<file path="config.mk">
export PLATFORM = sky130hd
export DESIGN_NAME = wb_rr_arbiter
export DESIGN_NICKNAME = d
export VERILOG_FILES = /design/src/rtl/wb_rr_arbiter.sv
export SDC_FILE = /design/constraint.sdc
export NUM_CORES = 1
export LEC_CHECK = 0
export BUFFER_PORTS_ARGS = -buffer_cell sky130_fd_sc_hd__buf_4
export CORE_AREA = 4 4 134 136
export CTS_BUF_LIST = sky130_fd_sc_hd__clkbuf_16
export CTS_CLUSTER_DIAMETER = 150
export CTS_CLUSTER_SIZE = 10
export DETAILED_ROUTE_END_ITERATION = 10
export DIE_AREA = 0 0 138 140
export GPL_TIMING_DRIVEN = 0
export PLACE_DENSITY_LB_ADDON = 0.08
export SLEW_MARGIN = 15
export SYNTH_ARGS = -nofsm -noshare
export SYNTH_HDL_FRONTEND = slang
export SYNTH_SLANG_ARGS = --single-unit
export TNS_END_PERCENT = 5
</file>
<file path="constraint.sdc">
create_clock -name wb_clk -period 2.3 [get_ports wb_clk]
set_clock_uncertainty 0.2 [all_clocks]
set_input_delay 0.23 -clock wb_clk [delete_from_list [all_inputs] [get_ports wb_clk]]
set_output_delay 0.23 -clock wb_clk [all_outputs]
set_load 0.02 [all_outputs]
</file>
<file path="src/rtl/wb_rr_arbiter.sv">
// -----------------------------------------------------------------------------
// wb_rr_arbiter
//   Two-master / one-slave Wishbone classic arbiter with a bus-timeout
//   watchdog. Master 0 is the CPU, master 1 an auxiliary master (DMA, loader).
//   Grants round-robin, holds the grant for the whole cycle, and terminates a
//   hung slave cycle with an error-ack while recording a sticky fault.
//
// Parameters
//   TIMEOUT  : slave ack deadline in BUSY cycles, 0 disables the watchdog
//   ERR_DATA : read data returned to the master on a timed-out cycle
//
// Ports
//   wb_clk, wb_rst_n        : clock, asynchronous active-low reset
//   m{0,1}_adr/dat/sel/we   : master request payload
//   m{0,1}_cyc              : master cycle request
//   m{0,1}_rdt, m{0,1}_ack  : read data and acknowledge back to each master
//   s_adr/dat/sel/we        : payload of the granted master towards the slave
//   s_cyc, s_stb            : slave cycle / strobe (always equal)
//   s_rdt, s_ack            : slave read data and acknowledge
//   err_clr                 : clears the sticky timeout flag
//   err_flag, err_adr,
//   err_mst                 : sticky timeout flag, faulting address, master id
// -----------------------------------------------------------------------------
module wb_rr_arbiter #(
  parameter int unsigned TIMEOUT  = 255,
  parameter logic [31:0] ERR_DATA = 32'hDEAD_BEEF
) (
  input  logic        wb_clk,
  input  logic        wb_rst_n,

  input  logic [31:0] m0_adr,
  input  logic [31:0] m0_dat,
  input  logic [3:0]  m0_sel,
  input  logic        m0_we,
  input  logic        m0_cyc,
  output logic [31:0] m0_rdt,
  output logic        m0_ack,

  input  logic [31:0] m1_adr,
  input  logic [31:0] m1_dat,
  input  logic [3:0]  m1_sel,
  input  logic        m1_we,
  input  logic        m1_cyc,
  output logic [31:0] m1_rdt,
  output logic        m1_ack,

  output logic [31:0] s_adr,
  output logic [31:0] s_dat,
  output logic [3:0]  s_sel,
  output logic        s_we,
  output logic        s_cyc,
  output logic        s_stb,
  input  logic [31:0] s_rdt,
  input  logic        s_ack,

  input  logic        err_clr,
  output logic        err_flag,
  output logic [31:0] err_adr,
  output logic        err_mst
);

  localparam int unsigned AW    = 32;
  localparam int unsigned DW    = 32;
  localparam int unsigned SW    = 4;
  localparam int unsigned CNT_W = (TIMEOUT > 1) ? $clog2(TIMEOUT) : 1;

  // Counter value of the last BUSY cycle before the watchdog fires
  localparam logic [CNT_W-1:0] CNT_LAST = CNT_W'(TIMEOUT - 1);
  localparam bit               WDOG_EN  = (TIMEOUT != 0);

  typedef enum logic {
    ST_IDLE = 1'b0,
    ST_BUSY = 1'b1
  } state_e;

  state_e           state_q, state_d;
  logic             gnt_q, gnt_d;
  logic             last_q, last_d;
  logic [CNT_W-1:0] cnt_q, cnt_d;
  logic             err_flag_q, err_flag_d;
  logic [AW-1:0]    err_adr_q, err_adr_d;
  logic             err_mst_q, err_mst_d;

  // Payload of the currently granted master
  logic             g_cyc;
  logic [AW-1:0]    g_adr;
  logic [DW-1:0]    g_dat;
  logic [SW-1:0]    g_sel;
  logic             g_we;

  logic             busy;
  logic             done_ok;
  logic             done_to;
  logic             done_any;

  // Grant mux
  always_comb begin
    g_cyc = m0_cyc;
    g_adr = m0_adr;
    g_dat = m0_dat;
    g_sel = m0_sel;
    g_we  = m0_we;
    if (gnt_q) begin
      g_cyc = m1_cyc;
      g_adr = m1_adr;
      g_dat = m1_dat;
      g_sel = m1_sel;
      g_we  = m1_we;
    end
  end

  // Cycle termination decode; a slave ack in the deadline cycle wins
  always_comb begin
    busy     = (state_q == ST_BUSY);
    done_ok  = busy && g_cyc && s_ack;
    done_to  = busy && g_cyc && !s_ack && WDOG_EN && (cnt_q == CNT_LAST);
    done_any = done_ok || done_to;
  end

  // Next-state logic
  always_comb begin
    state_d    = state_q;
    gnt_d      = gnt_q;
    last_d     = last_q;
    cnt_d      = cnt_q;
    err_flag_d = err_flag_q;
    err_adr_d  = err_adr_q;
    err_mst_d  = err_mst_q;

    if (err_clr) begin
      err_flag_d = 1'b0;
    end

    case (state_q)
      ST_IDLE: begin
        // Counter is held at zero so it starts clean on entry to BUSY
        cnt_d = '0;
        if (m0_cyc || m1_cyc) begin
          state_d = ST_BUSY;
          // On contention the master that did not win last time goes first
          gnt_d   = (m0_cyc && m1_cyc) ? ~last_q : m1_cyc;
        end
      end

      ST_BUSY: begin
        if (!g_cyc) begin
          // Master abandoned the cycle: no ack, fairness history untouched
          state_d = ST_IDLE;
        end else if (s_ack) begin
          state_d = ST_IDLE;
          last_d  = gnt_q;
        end else if (done_to) begin
          // A new timeout overrides a simultaneous err_clr
          state_d    = ST_IDLE;
          last_d     = gnt_q;
          err_flag_d = 1'b1;
          err_adr_d  = g_adr;
          err_mst_d  = gnt_q;
        end else begin
          cnt_d = cnt_q + CNT_W'(1);
        end
      end

      default: begin
        state_d = ST_IDLE;
      end
    endcase
  end

  // State and error registers
  always_ff @(posedge wb_clk or negedge wb_rst_n) begin
    if (!wb_rst_n) begin
      state_q    <= ST_IDLE;
      gnt_q      <= 1'b0;
      last_q     <= 1'b1;
      cnt_q      <= '0;
      err_flag_q <= 1'b0;
      err_adr_q  <= '0;
      err_mst_q  <= 1'b0;
    end else begin
      state_q    <= state_d;
      gnt_q      <= gnt_d;
      last_q     <= last_d;
      cnt_q      <= cnt_d;
      err_flag_q <= err_flag_d;
      err_adr_q  <= err_adr_d;
      err_mst_q  <= err_mst_d;
    end
  end

  // Slave side: the cycle is withdrawn in the cycle the watchdog fires
  always_comb begin
    s_adr = g_adr;
    s_dat = g_dat;
    s_sel = g_sel;
    s_we  = g_we;
    s_cyc = busy && g_cyc && !done_to;
    s_stb = s_cyc;
  end

  // Master side: read data is a shared bus except on a watchdog error-ack
  always_comb begin
    m0_ack = done_any && !gnt_q;
    m1_ack = done_any &&  gnt_q;
    m0_rdt = (done_to && !gnt_q) ? ERR_DATA : s_rdt;
    m1_rdt = (done_to &&  gnt_q) ? ERR_DATA : s_rdt;
  end

  assign err_flag = err_flag_q;
  assign err_adr  = err_adr_q;
  assign err_mst  = err_mst_q;

endmodule

</file>
==> results.ini, run 1 <==
[layout]
multi_input_comb_area_um2 = 2162
fin_util = 0.4081
seq_area_um2 = 1129
fin_nets = 844
drive_gt1_frac = 0.7856
final_design_area_no_fill_um2 = 6912
n_antenna_cell = 0
syn_to_final_growth_pct = 109.6
fill_cells = 1704

[setup_path]
crit_family = simple AND/OR/NAND/NOR gates
r2r-start = cnt_q[0]
startpoint_type = flip-flop
critPathCaptureType = output pin
path_buf_inv = 4
rr_endpoint = err_adr[2]
critPathKind = reg2out
crit_path_frequent_cell = buf_6
required_ns = 1.87
critPathMaxStageDelay_ns = 0.37
reg2reg_depth = 9
slowest_stage = dfrtp_1
cp_max_fo = 5
crit_arrival_ns = 1.88
r2r_slack_ns = 0.19
cp_cell_sequence = inv_1 -> ha_2 -> nand3_4 -> nor2_4 -> nand4_1 -> buf_6 -> buf_8 -> and2_4 -> buf_6

[detailed_routing]
wire_per_inst_um = 17.91
dr_total_vias = 3745
viasPerCell = 4.198
drc = 0
postRouteAntennaNets = 0
drtIter0Drc = 91
wirelength_mm = 15.97
firstDrtPassIters = 4

[cts]
clkTransAtPathRegs_ns = 0.06
clk_latency_ns = 0.29
root_buffer = clkbuf_16
cts_buffers = 5
clock_path_buffers = 2
cts_tree = built
clock-sinks = 45
htree_levels = 2

[floorplan]
rows = 48
dieArea_um2 = 19320
start_util = 0.1947
fp.dieH_um = 140
coreArea_um2 = 16940
die_w_um = 138
io_pins = 347

[min_path]
worstHoldPathCells = 3
hp-start = m0_cyc
whs_endpoint = busy
hold_path_class = in2reg

[synth]
synth-seq-cells = 45
synthFlopType = dfrtp_1
synthCells = 290
yosysWarnings = 0
synth.area.top_cells = dfrtp_1 33%, mux2_2 25%, mux2_4 13%
synth_edf_count = 0
ys_seq_area_frac = 0.3419
synth.distinct_cells = 42
syn_area_um2 = 3297
synthArstFlopShare = 1.000
synth_top_area_cell = dfrtp_1
syn_nets = 468
syn_area_per_cell_um2 = 11.37
synth_top_area_frac = 0.3340

[timing]
fin_crit_ns = 2.312
max_clock_freq_mhz = 432.6
finalCritPeriodShare = 1.005
slew_viol_final = 0
setup_viol_count_final = 8
slew_headroom = 0.6052
tightestPinTransition_ns = 0.5922
setup_ws_ns = -0.01161
rsz0062_at_grt = yes
hold_violations = 0

[job]
drv_cap = 0

[power]
finalPower_mw = 4.634
ir_worst_vdd_uv = 303.0
p_leak_nw = 3.664
p_per_area_nw_per_um2 = 670.5

[grt]
grt_pass1_wl_mm = 23.49
antenna_found_initial = 0
grt_use_total = 0.1532
grt_remaining_overflow = 0
grt_max_degree = 46
grt_pass1_vias = 3931

[placement]
dpl.hpwl_mm = 12.88
placed_cell_area_um2 = 6176
numPortBuffers = 346
gp_congestion = 0.9433

[outcome]
violations = setup timing
status = finished with violations

[worst min-delay path, stage by stage]
cell and delay, ns:
buf_4 0.11, nor3_1 0.05, nor2_1 0.07
[synthesized netlist by cell type, types with 2 or more instances]
library cell,count
a211oi_1,4
a21boi_0,2
and2_1,16
and3_1,2
buf_2,12
buf_6,3
clkbuf_1,2
dfrtp_1,44
ha_1,2
inv_1,2
mux2_2,73
mux2_4,28
mux2i_1,2
nand2_1,7
nand2b_1,50
nand3_1,4
nand4_1,2
nor2_1,8
nor3_1,2
o21ai_0,2
xnor2_1,2
[placed cells by master, fill, tap and decap left out, types with 3 or more instances in the layout]
master,netlist,routed
buf_6,3,62
nand2_1,7,7
mux2_2,73,73
dfrtp_1,44,43
buf_8,0,5
buf_4,1,315
mux2_4,28,28
nand2b_1,50,44
nand3_1,4,3
a211oi_1,4,4
inv_1,2,4
nor2_1,8,7
dlygate4sd3_1,0,3
nand2b_4,0,6
and2_4,0,16
clkbuf_16,0,5
[metal layers]
layer,vias to the layer above,wire [um],GRT usage
met2,212,8271,0.2752
met3,19,1291,0.04575
li1,1769,-,-
met5,-,0,0
met1,1745,6029,0.1763
met4,0,381,0.04472
[report_power, final]
group	total [mW]	switching, mW	internal (mW)
registers	0.874	0.0347	0.839
logic	3.07	1.55	1.52
clock network	0.694	0.299	0.395
total	4.63	1.88	2.75
[repair_timing]
action / 4_1_cts / 5_1_grt
endpoints found under the setup margin: 120 / 98
setup buffers: 16 / 3
hold buffers: 3 / 0
pin swaps: 5 / 18
gates cloned: 1 / 0
hold endpoints to repair: 46 / 0
gates resized for setup: 25 / 93
[area by class of cell]
type / instances / area share
well taps: 225 / 0.04073
clock inverters: 3 / 0.002172
clock buffers: 5 / 0.01810
plain buffers: 19 / 0.02788
repair buffers: 369 / 0.4328
inverters: 3 / 0.002172
flip-flops and latches: 45 / 0.1633
multi-input cells: 223 / 0.3128
[cells by family after synthesis]
| family | share of synthesized area |
|---|---|
| AO/OA/AOI/OAI | 0.04326 |
| buffers and inverters | 0.03757 |
| XOR/XNOR | 0.005314 |
| flip-flops | 0.3419 |
| AND/OR/NAND/NOR | 0.1772 |
| adder cells (fa/ha/maj) | 0.007589 |
| multiplexers | 0.3871 |
[how the worst max path moves through the flow]
stage	startpoint	end	slack, ns	cells after the start
4_1_cts	cnt_q[0]	m0_rdt[24]	0.001	9
6_report	cnt_q[0]	m1_rdt[8]	-0.01	9
5_1_grt	cnt_q[0]	m1_rdt[22]	-0.09	9
2_1_floorplan	cnt_q[0]	m1_rdt[14]	0.30	7
3_5_place_dp	cnt_q[0]	m1_rdt[14]	-0.38	8
3_3_place_gp	cnt_q[0]	m1_rdt[14]	-0.28	8
[metrics by stage]
step | TNS, ns | setup WS [ns] | hold WS [ns] | std cells
global placement | -11.54 | -0.2820 | 0.08736 | 861
finish | -0.04160 | -0.01161 | 0.01795 | 892
global route | -3.354 | -0.08722 | 0.05090 | 892
CTS | 0 | 0.001154 | 0.009231 | 889
detailed placement | -16.23 | -0.3773 | 0.08793 | 861
floorplan | 0 | 0.3035 | -0.2656 | 290
[registers in the layout (all words and copies together), names as in the netlist]
register,flops
gnt_q,1
last_q,1
busy,1
err_flag,1
err_mst,1
err_adr,32
cnt_q,8
No activity file was read; power rests on OpenSTA's default activity.
==> run 2: changes to the inputs <==
- BUFFER_PORTS_ARGS: -buffer_cell sky130_fd_sc_hd__buf_4 -> not set
- CORE_AREA: 4 4 134 136 -> 4 4 132 134
- DIE_AREA: 0 0 138 140 -> 0 0 136 138
- DONT_BUFFER_PORTS: not set -> 1
==> run 2 against run 1 <==
The run now ends clean. Final cell count fell by 40%. Sequential power is essentially flat. Critical endpoint is now m0_rdt[24]. Global-route usage down 4.4 points. Non-clock buffer count decreased by 353.
==> results.ini, run 2 (same netlist as run 1, synthesis figures left out) <==
[power]
p_int_mw = 2.053  ; -25%
p_switching_mw = 1.683  ; -10%
p_leak_nw = 2.023  ; -45%
ir_worst_vdd_uv = 285.3  ; -5.8%
p_comb_frac = 0.558  ; -0.104
clkPwrFrac = 0.207  ; +0.057
switching_share = 0.4505  ; +0.04494
p_per_area_nw_per_um2 = 872.3  ; +30%
pwr-share-seq = 0.235  ; +0.046

[placement]
dpl.hpwl_mm = 8.659  ; -33%
numPortBuffers = 0  ; -100%
gp_congestion = 0.7192  ; -24%

[setup_path]
cp_max_fo = 6  ; +1
crit_family = simple AND/OR/NAND/NOR gates
critPathCaptureType = output pin
cp_cell_sequence = inv_1 -> ha_2 -> nand3_4 -> nor2_4 -> nand4b_1 -> buf_6 -> clkbuf_8 -> and2_1
path_buf_inv = 3  ; -1
critPathMaxStageDelay_ns = 0.38  ; about the same
crit_arrival_ns = 1.80  ; -0.08 ns
critPathKind = reg2out
startpoint_type = flip-flop
required_ns = 1.87  ; about the same
slowest_stage = dfrtp_1

[outcome]
status = complete, no violations

[cts]
cts_tree = built
htree_levels = 2  ; unchanged
clock_path_buffers = 2  ; unchanged
cts_buffers = 5  ; unchanged
clock-sinks = 45  ; unchanged
clkTransAtPathRegs_ns = 0.07  ; about the same
clk_latency_ns = 0.29  ; about the same
root_buffer = clkbuf_16

[floorplan]
die_w_um = 136  ; -1.4%
io_pins = 347  ; unchanged
rows = 47  ; -2.1%
coreArea_um2 = 16290  ; -3.8%
start_util = 0.2024  ; +0.007730
fp.dieH_um = 138  ; -1.4%
dieArea_um2 = 18770  ; -2.9%

[layout]
layout_common_cells = 73 x mux2_2, 43 x dfrtp_1, 31 x nand2b_4
fin_nets = 491  ; -42%
drive_gt1_frac = 0.6401  ; -0.1455
largest_reg_flops = 32  ; unchanged
final_common_cell = mux2_2
fill_cells = 1720  ; +0.94%
seq_area_um2 = 1129  ; unchanged
multi_input_comb_area_um2 = 2370  ; +9.6%
fin_util = 0.2629  ; -0.1452
syn_to_final_growth_pct = 29.91
n_antenna_cell = 0  ; unchanged

[timing]
slew_headroom = 0.6061  ; +0.0008590
hold_ws_ns = 0.04971  ; +0.03176 ns
tns_ns = 0  ; +0.04160 ns
max_clock_freq_mhz = 448.3  ; +3.6%
tightestPinTransition_ns = 0.5873  ; -0.004832 ns
setup_viol_count_final = 0  ; -8
fin_crit_ns = 2.231  ; -0.08088 ns
slew_viol_final = 0  ; unchanged
hold_violations = 0  ; unchanged
rsz0062_at_grt = yes
finalCritPeriodShare = 0.9699  ; -0.03516

[detailed_routing]
postRouteAntennaNets = 0  ; unchanged
viasPerCell = 4.556  ; +8.5%
wirelength_mm = 11.09  ; -31%
firstDrtPassIters = 3  ; -1
dr_total_vias = 2433  ; -35%
wire_per_inst_um = 20.76  ; +16%
drtIter0Drc = 56  ; -38%
drc = 0  ; unchanged

[grt]
antenna_found_initial = 0  ; unchanged
grt_pass1_wl_mm = 16.19  ; -31%
grt_remaining_overflow = 0  ; unchanged
grt_max_degree = 46  ; unchanged
grt_use_total = 0.1097  ; -0.04355
grt_pass1_vias = 2723  ; -31%

[min_path]
hold_path_class = in2reg

[job]
drv_cap = 0  ; unchanged

==> run 2: routing by layer <==
metal  vias up  part of all wire  GRT usage
met2       176              0.51     0.1909
li1       1060                 -          -
met5         -                 0          0
met1      1189              0.38     0.1304
met3         8              0.10    0.03815
met4         0            0.0081    0.02228
==> run 2: worst paths after layout <==
| path | from | end | slack [ns] | depth (start not counted) |
|---|---|---|---|---|
| setup / recovery | cnt_q[0] | m0_rdt[24] | 0.07 | 8 |
| hold / removal | s_ack | last_q | 0.05 | 2 |
| setup reg to reg | cnt_q[0] | err_adr[18] | 0.26 | 8 |
| hold reg to reg | last_q | last_q | 0.31 | 1 |
| max in group asynchronous | wb_rst_n | last_q | 1.38 | 2 |
| min in group asynchronous | wb_rst_n | err_flag | 0.25 | 2 |
==> run 2: power groups by stage <==
stage	logic, mW	registers (mW)	clock network [mW]
floorplan	1.66	0.877	0
global placement	1.92	0.891	0
detailed placement	1.92	0.891	0
CTS	2.06	0.879	0.832
global route	2.22	0.887	0.862
finish	2.08	0.877	0.775
==> run 2: worst register-to-register path, delay by kind of cell (launching register included) <==
family | cells | cell delay, ns
adder cells (fa/ha/maj) | 1 | 0.20
buffers and inverters | 3 | 0.44
flip-flops | 1 | 0.38
multiplexers | 1 | 0.30
AND/OR/NAND/NOR | 3 | 0.41
==> run 2: final cells by class <==
| class | count | share of cell area |
|---|---|---|
| tap | 220 | 0.06427 |
| multi-input combinational | 223 | 0.5533 |
| sequential | 45 | 0.2635 |
| inverter | 3 | 0.003798 |
| buffer | 19 | 0.04119 |
| clock buffer | 5 | 0.02921 |
| timing repair buffer | 16 | 0.03798 |
| clock inverter | 3 | 0.006719 |
==> run 2: repair_timing <==
item / 4_1_cts / 5_1_grt
pin swaps: 3 / 13
hold buffers: 7 / 0
endpoints found under the hold margin: 50 / 0
buffers inserted: 7 / 1
cloned: 1 / 0
resized for setup: 22 / 93
endpoints found under the setup margin: 121 / 62
==> run 2: through the flow <==
stage	setup slack, ns	instances	area [um^2]	power, mW
5_1_grt	-0.05539	534	4283	3.969
2_1_floorplan	0.3035	290	3297	2.533
4_1_cts	-0.02663	533	3940	3.766
6_report	0.06926	534	4283	3.736
3_3_place_gp	-0.1183	510	3572	2.816
3_5_place_dp	-0.1201	510	3572	2.811
==> run 3: changes to the inputs <==
- ABC_CLOCK_PERIOD_IN_PS: not set -> 2900
- clock period: 2.3 -> 2.9 ns (I/O delays scaled with it)
==> run 3 against run 2 <==
Cell area decreased by 10%. Die area unchanged. Via count fell by 1.9%. Power decreased by 24%. Clock power fell by 21%.
==> results.ini, run 3 (same netlist as run 1, synthesis figures left out) <==
[outcome]
status = complete, no violations

[layout]
fin_nets = 484  ; -1.4%
drive_gt1_frac = 0.4365  ; -0.2036
n_antenna_cell = 0  ; unchanged
fill_cells = 1750  ; +1.7%
largest_reg_flops = 32  ; unchanged
layout_common_cells = 73 x mux2_2, 50 x nand2b_1, 44 x dfrtp_1
final_design_area_no_fill_um2 = 3842  ; -10%
syn_to_final_growth_pct = 16.55
final_common_cell = mux2_2

[floorplan]
io_pins = 347  ; unchanged
start_util = 0.2024  ; unchanged
rows = 47  ; unchanged
fp.dieH_um = 138  ; unchanged
dieArea_um2 = 18770  ; unchanged
coreArea_um2 = 16290  ; unchanged
die_w_um = 136  ; unchanged

[placement]
dpl.hpwl_mm = 8.659  ; unchanged
gp_congestion = 0.7192  ; unchanged
numPortBuffers = 0  ; unchanged
placed_cell_area_um2 = 3572  ; unchanged

[power]
pwr-share-seq = 0.245  ; +0.010
clkPwrFrac = 0.216  ; +0.009
p_leak_nw = 1.738  ; -14%
p_per_area_nw_per_um2 = 738.2  ; -15%
p_comb_frac = 0.539  ; -0.019
switching_share = 0.4608  ; +0.01034
ir_worst_vdd_uv = 225.4  ; -21%
p_switching_mw = 1.307  ; -22%
p_int_mw = 1.530  ; -25%

[detailed_routing]
dr_total_vias = 2386  ; -1.9%
wire_per_inst_um = 20.33  ; -2.1%
wl_met3_mm = 1.140  ; +3.1%
drc = 0  ; unchanged
wirelength_mm = 10.72  ; -3.3%
drtIter0Drc = 64  ; +14%
top_layer = met4
viasPerCell = 4.528  ; -0.63%
routedLengthMet1_mm = 4.043  ; -4.3%
firstDrtPassIters = 4  ; +1
postRouteAntennaNets = 0  ; unchanged
route.met2.wl_mm = 5.481  ; -3.3%

[setup_path]
rr_endpoint = err_adr[30]
cp_max_fo = 10  ; +4
startpoint_type = flip-flop
r2r-start = gnt_q
r2r_slack_ns = 0.76  ; +0.50 ns
required_ns = 2.41  ; +0.54 ns
reg2reg_depth = 4  ; -4
critPathKind = reg2out
critPathCaptureType = output pin
crit_arrival_ns = 2.13  ; +0.33 ns

[min_path]
hp-start = m0_cyc
hold_path_class = in2reg
worstHoldPathCells = 2  ; unchanged
whs_endpoint = gnt_q

[timing]
finalCritPeriodShare = 0.9050
tns_ns = 0  ; unchanged
setup_viol_count_final = 0  ; unchanged
slew_viol_final = 0  ; unchanged
tightestPinTransition_ns = 0.5732  ; -0.01413 ns
slew_headroom = 0.6155  ; +0.009474
hold_violations = 0  ; unchanged
rsz0062_at_grt = no
fin_crit_ns = 2.625
max_clock_freq_mhz = 381.0

[cts]
clock-sinks = 45  ; unchanged
root_buffer = clkbuf_16
clk_latency_ns = 0.29  ; about the same
clock_path_buffers = 2  ; unchanged
clkTransAtPathRegs_ns = 0.07  ; about the same
htree_levels = 2  ; unchanged
cts_tree = built
cts_buffers = 5  ; unchanged

[grt]
grt_use_total = 0.1080  ; -0.001656
grt_pass1_vias = 2685  ; -1.4%
grt_max_degree = 46  ; unchanged
grt_remaining_overflow = 0  ; unchanged
antenna_found_initial = 0  ; unchanged
grt_pass1_wl_mm = 15.96  ; -1.5%

[job]
drv_cap = 0  ; unchanged

[run 3: cell count changes in the layout (fill, tap and decap cells not counted), sizes merged]
cell,delta
buf,-7
[run 3: per-stage QoR]
step                      power, mW  setup slack (ns)  hold WS (ns)  utilization  cells
after floorplan               2.009            0.8435       -0.2056            -    290
after global placement        2.234            0.4217       -0.2038       0.2193    510
after detailed placement      2.229            0.4199       -0.2043       0.2193    510
after CTS                     2.913           0.07725       0.01671       0.2341    525
after global routing          3.019           0.04632       0.03592       0.2359    527
final                         2.837            0.2754       0.03760       0.2359    527
[run 3: worst max-delay path by stage]
| stage | start | to | slack, ns | cells after the start |
|---|---|---|---|---|
| global placement | cnt_q[0] | m1_rdt[24] | 0.42 | 7 |
| global route | cnt_q[0] | m0_rdt[8] | 0.05 | 7 |
| finish | cnt_q[0] | m1_rdt[19] | 0.28 | 8 |
| CTS | cnt_q[0] | m1_rdt[14] | 0.08 | 7 |
| detailed placement | cnt_q[0] | m1_rdt[14] | 0.42 | 7 |
| floorplan | cnt_q[0] | m1_rdt[14] | 0.84 | 7 |
[run 3: repair_timing]
item | in CTS | in global routing
gates resized for setup | 0 | 2
hold buffers | 7 | 0
hold endpoints to repair | 50 | 0
setup endpoints to repair | 0 | 39
buffers inserted | 0 | 2
[run 3: area by class of cell]
type / count / area (um^2) / share of cell area
multi-input cells: 223 / 2059 / 0.5360
flip-flops and latches: 45 / 1127 / 0.2934
well taps: 220 / 275.3 / 0.07164
clock buffers: 5 / 125.1 / 0.03256
plain buffers: 19 / 112.6 / 0.02931
repair buffers: 9 / 102.6 / 0.02670
clock inverters: 3 / 28.78 / 0.007489
inverters: 3 / 11.26 / 0.002931
[run 3: power by group through the flow]
stage          sequential (mW)  clock, mW  combinational [mW]
2_1_floorplan            0.696          0                1.31
3_3_place_gp             0.707          0                1.53
3_5_place_dp             0.707          0                1.52
4_1_cts                  0.695      0.660                1.56
5_1_grt                  0.703      0.684                1.63
6_report                 0.695      0.613                1.53
[run 3: critical path, cell delays in order, from the launching register on]
cell and delay [ns]:
dfrtp_1 0.42, inv_1 0.07, ha_1 0.17, nand3_1 0.15, nor2_4 0.24, nand4_1 0.20
buf_4 0.20, buf_2 0.17, nand2b_1 0.21
[run 3: per-layer routing]
layer,global-route usage,up-vias
met2,0.1893,184
met3,0.03815,4
met4,0.02228,0
met1,0.1268,1152
li1,-,1046
met5,0,-
